`src/rtl/csr_except_unit_pkg.sv`:
```
`default_nettype none
// ============================================================================
// Module   : csr_except_unit_pkg
// Purpose  : Shared encodings for the machine-mode CSR file and trap unit:
//            CSR addresses, SYSTEM opcode / funct3 values, MRET, cause codes.
// Revision : 1.0 - initial release
// ============================================================================
package csr_except_unit_pkg;

  // SYSTEM opcode and CSR funct3 encodings
  localparam logic [6:0]  OPC_SYSTEM = 7'b1110011;
  localparam logic [2:0]  F3_PRIV    = 3'b000;
  localparam logic [2:0]  F3_CSRRW   = 3'b001;
  localparam logic [2:0]  F3_CSRRS   = 3'b010;
  localparam logic [2:0]  F3_CSRRC   = 3'b011;
  localparam logic [2:0]  F3_CSRRWI  = 3'b101;
  localparam logic [2:0]  F3_CSRRSI  = 3'b110;
  localparam logic [2:0]  F3_CSRRCI  = 3'b111;

  // Whole-instruction encoding of MRET
  localparam logic [31:0] INSTR_MRET = 32'h3020_0073;

  // Exception cause codes
  localparam logic [3:0]  CAUSE_MISALIGN_FETCH = 4'd0;
  localparam logic [3:0]  CAUSE_ILLEGAL        = 4'd2;
  localparam logic [3:0]  CAUSE_EBREAK         = 4'd3;
  localparam logic [3:0]  CAUSE_MISALIGN_LD    = 4'd4;
  localparam logic [3:0]  CAUSE_MISALIGN_ST    = 4'd6;
  localparam logic [3:0]  CAUSE_ECALL_M        = 4'd11;

  // RV32I base ISA, MXL = 1
  localparam logic [31:0] MISA_VALUE = 32'h4000_0100;

  // CSR addresses
  localparam logic [11:0] CSR_MSTATUS   = 12'h300;
  localparam logic [11:0] CSR_MISA      = 12'h301;
  localparam logic [11:0] CSR_MIE       = 12'h304;
  localparam logic [11:0] CSR_MTVEC     = 12'h305;
  localparam logic [11:0] CSR_MSCRATCH  = 12'h340;
  localparam logic [11:0] CSR_MEPC      = 12'h341;
  localparam logic [11:0] CSR_MCAUSE    = 12'h342;
  localparam logic [11:0] CSR_MTVAL     = 12'h343;
  localparam logic [11:0] CSR_MIP       = 12'h344;
  localparam logic [11:0] CSR_MCYCLE    = 12'hB00;
  localparam logic [11:0] CSR_MCYCLEH   = 12'hB80;
  localparam logic [11:0] CSR_CYCLE     = 12'hC00;
  localparam logic [11:0] CSR_CYCLEH    = 12'hC80;
  localparam logic [11:0] CSR_MVENDORID = 12'hF11;
  localparam logic [11:0] CSR_MARCHID   = 12'hF12;
  localparam logic [11:0] CSR_MIMPID    = 12'hF13;
  localparam logic [11:0] CSR_MHARTID   = 12'hF14;

endpackage : csr_except_unit_pkg
`default_nettype wire

```
`src/rtl/csr_except_unit_regfile.sv`:
```
`default_nettype none
// ============================================================================
// Module   : csr_regfile
// Purpose  : Machine-mode CSR storage, read mux, software write path and
//            trap/MRET side effects. Counter is 64 bits split over two
//            32-bit halves, so XLEN is expected to be 32.
// Revision : 1.0 - initial release
// ============================================================================
module csr_regfile
  import csr_except_unit_pkg::*;
#(
  parameter int XLEN = 32
) (
  input  logic            clk,
  input  logic            reset,
  input  logic [11:0]     csr_addr,
  output logic [XLEN-1:0] csr_rdata,
  input  logic            wr_en,
  input  logic [XLEN-1:0] wr_val,
  input  logic            trap_en,
  input  logic [XLEN-1:0] trap_pc,
  input  logic [XLEN-1:0] trap_cause,
  input  logic [XLEN-1:0] trap_tval,
  input  logic            mret_en,
  output logic [XLEN-1:0] mtvec_o,
  output logic [XLEN-1:0] mepc_o
);

  logic            mstatus_mie_q,  mstatus_mie_d;
  logic            mstatus_mpie_q, mstatus_mpie_d;
  logic [XLEN-1:0] mie_q,      mie_d;
  logic [XLEN-1:0] mtvec_q,    mtvec_d;
  logic [XLEN-1:0] mscratch_q, mscratch_d;
  logic [XLEN-1:0] mepc_q,     mepc_d;
  logic [XLEN-1:0] mcause_q,   mcause_d;
  logic [XLEN-1:0] mtval_q,    mtval_d;
  logic [63:0]     cycle_q,    cycle_d;
  logic [XLEN-1:0] mstatus_rd;
  logic            addr_writable;

  // mstatus view: MPP hardwired to machine mode, only MIE/MPIE stored
  assign mstatus_rd = XLEN'({19'd0, 2'b11, 3'd0, mstatus_mpie_q, 3'd0, mstatus_mie_q, 3'd0});
  // Top two address bits 11 mark the read-only CSR space
  assign addr_writable = (csr_addr[11:10] != 2'b11);
  assign mtvec_o = mtvec_q;
  assign mepc_o  = mepc_q;

  // Read mux: unimplemented addresses and the ID/mip registers read zero
  always_comb begin
    csr_rdata = '0;
    case (csr_addr)
      CSR_MSTATUS:               csr_rdata = mstatus_rd;
      CSR_MISA:                  csr_rdata = XLEN'(MISA_VALUE);
      CSR_MIE:                   csr_rdata = mie_q;
      CSR_MTVEC:                 csr_rdata = mtvec_q;
      CSR_MSCRATCH:              csr_rdata = mscratch_q;
      CSR_MEPC:                  csr_rdata = mepc_q;
      CSR_MCAUSE:                csr_rdata = mcause_q;
      CSR_MTVAL:                 csr_rdata = mtval_q;
      CSR_MCYCLE,  CSR_CYCLE:    csr_rdata = XLEN'(cycle_q[31:0]);
      CSR_MCYCLEH, CSR_CYCLEH:   csr_rdata = XLEN'(cycle_q[63:32]);
      default:                   csr_rdata = '0;
    endcase
  end

  // Next-state: trap beats MRET beats software write; counter free-runs
  always_comb begin
    mstatus_mie_d  = mstatus_mie_q;
    mstatus_mpie_d = mstatus_mpie_q;
    mie_d          = mie_q;
    mtvec_d        = mtvec_q;
    mscratch_d     = mscratch_q;
    mepc_d         = mepc_q;
    mcause_d       = mcause_q;
    mtval_d        = mtval_q;
    cycle_d        = cycle_q + 64'd1;
    if (trap_en) begin
      mepc_d         = trap_pc & ~XLEN'(3);
      mcause_d       = trap_cause;
      mtval_d        = trap_tval;
      mstatus_mpie_d = mstatus_mie_q;
      mstatus_mie_d  = 1'b0;
    end else if (mret_en) begin
      mstatus_mie_d  = mstatus_mpie_q;
      mstatus_mpie_d = 1'b1;
    end else if (wr_en && addr_writable) begin
      case (csr_addr)
        CSR_MSTATUS: begin
          mstatus_mie_d  = wr_val[3];
          mstatus_mpie_d = wr_val[7];
        end
        CSR_MIE:      mie_d      = wr_val;
        CSR_MTVEC:    mtvec_d    = wr_val & ~XLEN'(3);
        CSR_MSCRATCH: mscratch_d = wr_val;
        CSR_MEPC:     mepc_d     = wr_val & ~XLEN'(3);
        CSR_MCAUSE:   mcause_d   = wr_val;
        CSR_MTVAL:    mtval_d    = wr_val;
        // A software write replaces the increment for that cycle
        CSR_MCYCLE:   cycle_d    = {cycle_q[63:32], wr_val[31:0]};
        CSR_MCYCLEH:  cycle_d    = {wr_val[31:0], cycle_q[31:0]};
        default: ;
      endcase
    end
  end

  // State registers with synchronous reset
  always_ff @(posedge clk) begin
    if (reset) begin
      mstatus_mie_q  <= 1'b0;
      mstatus_mpie_q <= 1'b0;
      mie_q          <= '0;
      mtvec_q        <= '0;
      mscratch_q     <= '0;
      mepc_q         <= '0;
      mcause_q       <= '0;
      mtval_q        <= '0;
      cycle_q        <= '0;
    end else begin
      mstatus_mie_q  <= mstatus_mie_d;
      mstatus_mpie_q <= mstatus_mpie_d;
      mie_q          <= mie_d;
      mtvec_q        <= mtvec_d;
      mscratch_q     <= mscratch_d;
      mepc_q         <= mepc_d;
      mcause_q       <= mcause_d;
      mtval_q        <= mtval_d;
      cycle_q        <= cycle_d;
    end
  end

endmodule : csr_regfile
`default_nettype wire

```
`src/rtl/csr_except_unit.sv`:
```
`default_nettype none
// ============================================================================
// Module   : csr_except_unit
// Purpose  : Writeback-stage CSR access decode plus exception/MRET control.
//            Produces the old CSR value for rd and the fetch redirect.
// Revision : 1.0 - initial release
// ============================================================================
module csr_except_unit
  import csr_except_unit_pkg::*;
#(
  parameter int XLEN = 32,
  parameter int EXW  = 4
) (
  input  logic            clk,
  input  logic            reset,
  input  logic [XLEN-1:0] PC,
  input  logic [XLEN-1:0] instr,
  input  logic            exception_valid,
  input  logic [EXW-1:0]  exception,
  input  logic [XLEN-1:0] wr_data,
  output logic            flush,
  output logic [XLEN-1:0] flush_addr,
  output logic [4:0]      rd_addr,
  output logic [XLEN-1:0] rd_data
);

  logic [2:0]      funct3;
  logic [4:0]      rs1_field;
  logic [11:0]     csr_addr;
  logic            is_csr;
  logic            wr_req;
  logic            mret_hit;
  logic [XLEN-1:0] src;
  logic [XLEN-1:0] old_val;
  logic [XLEN-1:0] new_val;
  logic [XLEN-1:0] trap_tval;
  logic [XLEN-1:0] mtvec_w;
  logic [XLEN-1:0] mepc_w;

  assign funct3    = instr[14:12];
  assign rs1_field = instr[19:15];
  assign csr_addr  = instr[31:20];
  assign rd_addr   = instr[11:7];
  assign rd_data   = old_val;

  // Decode the CSR op and form the value it would write
  always_comb begin
    is_csr   = (instr[6:0] == OPC_SYSTEM) && (funct3[1:0] != 2'b00);
    src      = funct3[2] ? XLEN'(rs1_field) : wr_data;
    new_val  = src;
    case (funct3[1:0])
      2'b10:   new_val = old_val | src;
      2'b11:   new_val = old_val & ~src;
      default: new_val = src;
    endcase
    // Set/clear forms with a zero rs1/zimm field are pure reads
    wr_req   = is_csr && ((funct3[1:0] == 2'b01) || (rs1_field != 5'd0));
    mret_hit = (instr == XLEN'(INSTR_MRET)) && !exception_valid;
    trap_tval = (exception == EXW'(CAUSE_ILLEGAL)) ? instr : '0;
  end

  // Redirect: trap vector on exception, saved PC on MRET, held off in reset
  always_comb begin
    flush      = 1'b0;
    flush_addr = '0;
    if (!reset) begin
      if (exception_valid) begin
        flush      = 1'b1;
        flush_addr = mtvec_w & ~XLEN'(3);
      end else if (mret_hit) begin
        flush      = 1'b1;
        flush_addr = mepc_w;
      end
    end
  end

  csr_regfile #(
    .XLEN (XLEN)
  ) u_csr_regfile (
    .clk        (clk),
    .reset      (reset),
    .csr_addr   (csr_addr),
    .csr_rdata  (old_val),
    .wr_en      (wr_req && !exception_valid),
    .wr_val     (new_val),
    .trap_en    (exception_valid),
    .trap_pc    (PC),
    .trap_cause (XLEN'(exception)),
    .trap_tval  (trap_tval),
    .mret_en    (mret_hit),
    .mtvec_o    (mtvec_w),
    .mepc_o     (mepc_w)
  );

endmodule : csr_except_unit
`default_nettype wire

```
`config.mk`:
```
export PLATFORM = sky130hd
export DESIGN_NAME = csr_except_unit
export DESIGN_NICKNAME = d
export VERILOG_FILES = /design/src/rtl/csr_except_unit_pkg.sv /design/src/rtl/csr_except_unit_regfile.sv /design/src/rtl/csr_except_unit.sv
export SDC_FILE = /design/constraint.sdc
export NUM_CORES = 1
export LEC_CHECK = 0
export ABC_CLOCK_PERIOD_IN_PS = 3700
export CAP_MARGIN = 15
export CORE_MARGIN = 1.5
export CORE_UTILIZATION = 40
export CTS_CLUSTER_DIAMETER = 80
export DETAILED_ROUTE_END_ITERATION = 6
export SLEW_MARGIN = 15
export SYNTH_ARGS = -nofsm -noshare
export SYNTH_HDL_FRONTEND = slang
export SYNTH_SLANG_ARGS = --single-unit
```
`constraint.sdc`:
```
create_clock -name clk -period 3.7 [get_ports clk]
set_input_delay 0.74 -clock clk [delete_from_list [all_inputs] [get_ports clk]]
set_output_delay 0.74 -clock clk [all_outputs]
set_load 0.05 [all_outputs]
```
After elaboration in Yosys (flattened, before gate mapping)
Cells that the tools add are included.

Flip-flop bits (word level): 254. Input port bits: 103. Output and inout port bits: 70. Logic and storage cells: 101.

Add/subtract/negate cells: 1. Eq/ne operators: 22. Muxes and demuxes: 33. Bitwise logic cells: 5. Reduce and logical (&&, ||, !) cells: 29.

Operators by type and width (number): 32-bit two-way mux (13); 32-bit one-hot mux with 10 select lines (1); 64-bit two-way mux (3); 64-bit one-hot mux with 2 select lines (1); 12-bit by 10-bit equality test with 1-bit output, second input constant (8); 64-bit by 1-bit adder with 64-bit output, second input constant (1); 32-bit one-hot mux with 2 select lines (1); 12-bit equality test, second input constant (4); 32-bit AND (1); 32-bit by 30-bit equality test with 1-bit output, second input constant (1); 32-bit NOT (1); 32-bit bitwise OR (1); 4-bit two-way mux (4); 2-bit nonzero test (7); 3-bit AND reduction (4); 4-bit AND reduction (3); 1-bit two-way mux (10); 4-bit != test, second input constant (2); 7-bit equality test, second input constant (1); 3-bit nonzero test (2); 2-bit OR reduction (3); 1-bit logical AND (5); 5-bit nonzero test (1); 2-bit equality test, second input constant (2); 7 further kinds (10).

Longest topological paths before layout
Word-level depth: 9. Mapped depth: 10. Mapped depth without buffers: 7.

By module
From an unflattened synthesis, not the netlist that was laid out.

Cells, all modules: 1997. Area, all modules: 15477.3 um^2.

Modules (own cells, without submodules): csr_regfile (instances 1, cells an instance 1754, area each 13890.8 um^2, sequential area each 5084.9 um^2); csr_except_unit (instances 1, cells an instance 243, area each 1586.5 um^2, sequential area each 0.0 um^2).

Least setup slack after synthesis
Ideal clock, no wire load.

Kind: in2out. Start: in instr[15]. End: out flush_addr[22]. Data arrival time: 3031 ps. Data required time: 2960 ps. Setup slack: -71 ps. Cell stages on the path: 7. Path buffers: 1. Cell sequence: or4_4 -> nor4_1 -> nand4_1 -> nor2_1 -> buf_2 -> nand3b_1 -> a21oi_1.

Cells in the longest elaborated chain, start to end: 5.

Ends and longest elaborated chain: from (decl) (line csr_except_unit.sv:17) `input logic [XLEN-1:0] instr,`; 32-bit by 30-bit equality test with 1-bit output (line csr_except_unit.sv:58) `mret_hit = (instr == XLEN'(INSTR_MRET)) && !exception_valid;`; 1-bit logical AND (line csr_except_unit.sv:58); 32-bit two-way mux (line csr_except_unit.sv:70) `end else if (mret_hit) begin`; 32-bit two-way mux (line csr_except_unit.sv:67) `if (exception_valid) begin`; 32-bit two-way mux (line csr_except_unit.sv:66) `if (!reset) begin`; to (decl) (line csr_except_unit.sv:22) `output logic [XLEN-1:0] flush_addr,`.

Every way passes these cells.

Final worst setup path
Start: in instr[22]. End: out rd_data[23].

Cells in the longest elaborated chain, start to end: 3. Elaborated cells between the ends (all ways): 15. Those cells by class: eq/ne: 12; mux: 1; reduce/logical: 2.

Ends and longest elaborated chain: 12-bit equality test (line csr_except_unit_regfile.sv:51) `case (csr_addr)`; 2-bit OR reduction (line csr_except_unit_regfile.sv:51); 32-bit one-hot mux with 10 select lines (*) (line csr_except_unit_regfile.sv:51); to (decl) (line csr_except_unit.sv:24) `output logic [XLEN-1:0] rd_data`.

Every way passes the cells marked *; elsewhere a longest branch is shown, timed or not.

==> summary.md <==
| Metric | Value |
|---|---|
| Placed cells | 2718 |
| Min Tclk post-route | 3.711 ns |
| PD cells | about 310 nW/um2 |
| TritonCTS buffer count | 29 |
| FF/Latch Area | ~5100 um2 |
| H-tree levels | 1 |
| ANT cells | 0 |
| Nature of the critical path endpoint | output pin |
| Die area | 39890 um2 |
| Layout area overhead | 38.28% |
| #FFs+latches synth | 254 |
| P_leak | roughly 7.5 nW |
| Residual DRC | 0 |
| Grt ovf | 0 |
| Hold_sp | u_csr_regfile.mie_q[30]$_SDFFE_PP0P_ |
| Final Util | 56.56% |
| DR iter-0 viols | 2224 |
| Crit-path cells | clkdlybuf4s50_1 -> buf_6 -> nor4b_4 -> buf_4 -> a22o_1 -> a32oi_1 -> o211ai_1 -> buf_12 |
| Hold Path Depth | 2 |
| Ports | 173 |
| First-pass GRT wire length | 109400 um |
| Post-synthesis cell area | 15480 um2 |
| Share of cells above drive strength 1 | 24.13% |
| Worst vdd ir | 0.0003847 V |
| Tot GR Track Use | 37.05% |
| Rows | 71 |
| CTS Buffer Depth | 3 |
| Vias in the first global route | 16470 |
| Final cell count without fillers | 2790 |
| Critical Path Slowest Stage Cell | o211ai_1 |
| Sequential area share after synthesis | between 30% and 40% |
| Hold Path Class | flop to flop |
| Post-Synthesis Cells | 1965 |
| WL final | 75460 um |
| Port bufs | 168 |
| Core Footprint | 37840 um2 |
| Final Hold Fails | 0 |
| Status | finished, violations left |
| Initial antenna violation count | 0 |
| Final WS setup | -0.01119 ns |
| FF-to-FF Start | u_csr_regfile.cycle_q[13]$_SDFFE_PP0P_ |
| CTS Root Cell | clkbuf_16 |
| Routed Antenna Nets | 0 |
| Hold Path End | u_csr_regfile.mie_q[30]$_SDFFE_PP0P_ |
| Reg-to-reg endpoint | u_csr_regfile.cycle_q[56]$_SDFFE_PP0P_ |
| Sink Count | 254 |
| Fin Hold WS | approximately 0.45 ns |
| Clk_lat worst skew | 0.60 ns |
| Placed inst area | 20020 um2 |
| Startpoint types | primary input |
| Die H | 199.7 um |
| Number of fill cells in the layout | 3549 |
| Biggest cell delay along the critical path | 0.49 ns |
| Relative slew slack | 41.41% |
| Distinct cell type count after synthesis | 99 |
| Top FF cell, synth | dfxtp_1 |
| Largest net degree at the start of global routing | 138 |
| Total power | between 6 and 7 mW |
| WL/cell | 27.05 um |
| Synth warn | 0 |
| R2R setup slack | 0.83 ns |
| CTS tree | yes |
| Net count, final | 2360 |
| Family with the most delay on the worst path | buffers and inverters |
| DP HPWL | ~56000 um |
| Skew final | 0.03563 ns |
| Via density | 6.402 |
| CP bufs+invs | 4 |
| Final instance area | between 20000 and 25000 um2 |
| GP Congestion | a little under 1 |
| Fmax | 0.2695 GHz |
| Least-Margin Pin Slew | 0.8721 ns |
| Worst Path Arrival | 2.97 ns |
| Reg clk slew, reported paths | 0.06 ns |
| Multi-input combinational cell area | ~9700 um2 |
| R2R depth | 6 |
| Synth Area per Inst | 7.877 um2 |
| Die Span X | ~200 um |
| MaxCap Viol Count | 0 |
| Final Max Tran Viols | 0 |
| Failing checks | setup timing |
| Critical path required time | between 2 and 3 ns |
| Crit path max fanout | 9 |
| Vias | approximately 18000 |
| Post-synth EDFFs | 0 |
| TritonRoute pass-1 iters | 6 |
| Post-synth ARST share | 0% |
| RSZ-0062 raised after global routing | true |
| Final setup violation count | 1 |
| Post-CTS Hold Buffers | 0 |
| Starting density of the core | 40.90% |
| Crit path kind | primary input to output pin |
| Period utilization | 100.3% |
## worst register-to-register path: stages (launching register included)
cell     delay, ns
dfxtp_1       0.50
nand4_1       0.31
or4_4         0.66
nor2_1        0.54
nand4_1       0.20
or4_1         0.44
a31oi_1       0.16
## power by group
group          total, mW  internal (mW)  leakage [nW]  switching [mW]
Sequential          2.82           2.77          2.06          0.0418
Combinational      0.772          0.313          4.99           0.459
Clock               3.13           1.84         0.498            1.29
Total               6.72           4.93          7.54            1.79
## cell families (layout without fill, tap and decap cells)
group / count (synthesis) / after routing / synth area share (%)
xor gates and xnor gates: 4 / 4 / 0.2264
buffers and inverters: 207 / 520 / 6.168
adders and majority gates: 1 / 1 / 0.08082
muxes: 69 / 69 / 4.729
other: 1 / 2 / 0.02423
AOI/OAI and AO/OA: 700 / 700 / 30.03
DFF: 254 / 254 / 32.85
and+or+nand+nor: 729 / 729 / 25.89
## cells in the final DEF (no fill, tap or decap), types with 10 or more instances in the layout
master,synthesis,routed
nand3_1,73,70
nor4_1,30,25
clkdlybuf4s50_1,0,84
a21oi_1,176,146
a22oi_1,32,31
nor2_1,165,163
mux2i_1,36,36
mux2_2,33,33
dlygate4sd2_1,0,10
o21ai_0,130,128
clkbuf_16,0,30
o221ai_1,26,26
buf_12,0,94
and3_1,14,13
a22o_1,15,15
inv_1,16,16
buf_4,15,242
nand2_1,173,172
nor3_1,34,32
a21oi_2,0,30
and2_1,19,19
nand2b_1,33,33
a31oi_1,85,85
nand3b_1,39,39
nand4b_1,28,28
nand4_1,37,37
dfxtp_1,254,254
a211oi_1,91,91
o22ai_1,12,12
## worst max path at each step
stage | start | endpoint | slack, ns | cells after the start
final | instr[22] | rd_data[23] | -0.01 | 8
after global routing | instr[19] | flush_addr[5] | -0.06 | 11
after detailed placement | instr[19] | flush_addr[31] | -0.35 | 10
after global placement | instr[15] | flush_addr[31] | -0.39 | 10
after CTS | instr[22] | rd_data[24] | 0.002 | 9
after floorplan | instr[15] | flush | 0.10 | 7
## per-layer routing
layer,global-route usage (%),vias to the layer above,wire length [um]
met4,14.20,0,3121
met2,56.96,990,33380
li1,-,8088,-
met1,52.01,8613,31990
met3,5.654,171,6969
met5,0,-,0
## final cells by class
cell class,instances,share of cell area [%]
multi-input combinational,1505,45.47
sequential,254,23.76
timing repair buffer,449,22.75
clock buffer,39,3.846
tap,511,2.987
clock inverter,15,0.8944
inverter,17,0.2981
## registers in the layout, indices dropped and copies added (netlist names)
| signal | flops |
|---|---|
| u_csr_regfile.cycle_q | 64 |
| u_csr_regfile.mcause_q | 32 |
| u_csr_regfile.mepc_o | 30 |
| u_csr_regfile.mie_q | 32 |
| u_csr_regfile.mscratch_q | 32 |
| u_csr_regfile.mstatus_mie_q | 1 |
| u_csr_regfile.mstatus_mpie_q | 1 |
| u_csr_regfile.mtval_q | 32 |
| u_csr_regfile.mtvec_o | 30 |
## synthesized netlist by cell type, types with 7 or more instances
library cell	instances	area, um2
a31oi_2	7	87.58
a21oi_1	176	880.8
mux2i_1	36	360.4
mux2_2	33	371.6
o31a_1	8	70.07
o2bb2ai_1	7	61.31
a32oi_1	9	78.83
nor3_1	34	170.2
dfxtp_1	254	5085
nand3b_1	39	292.8
nand2_1	173	649.4
a222oi_1	8	80.08
o21ai_0	130	650.6
o22ai_1	12	75.07
clkbuf_1	102	382.9
nand2b_1	33	206.5
nand4b_1	28	245.2
nand4_1	37	231.5
and4_1	7	61.31
a31oi_1	85	531.8
a211oi_1	91	683.2
buf_4	15	112.6
or3_1	7	43.79
a22o_1	15	131.4
a22oi_1	32	240.2
o221ai_1	26	227.7
nand3_1	73	365.4
nor2_1	165	619.3
buf_2	61	305.3
and3_1	14	87.58
and2_1	19	118.9
nor4_1	30	187.7
a41oi_1	8	70.07
inv_1	16	60.06
## stage by stage
| stage | TNS [ns] | setup slack (ns) |
|---|---|---|
| after CTS | 0 | 0.001746 |
| after floorplan | 0 | 0.1008 |
| after detailed placement | -11.77 | -0.3479 |
| after global routing | -1.022 | -0.06416 |
| final | -0.01119 | -0.01119 |
| after global placement | -14.27 | -0.3940 |
## repair_timing
action                     in CTS  in global routing
buffers inserted                6                  8
pin swaps                      17                 29
setup endpoints to repair      57                 58
gates cloned                    3                  1
gates resized for setup        43                 30
Note: power is estimated with default switching activity, not from simulation.
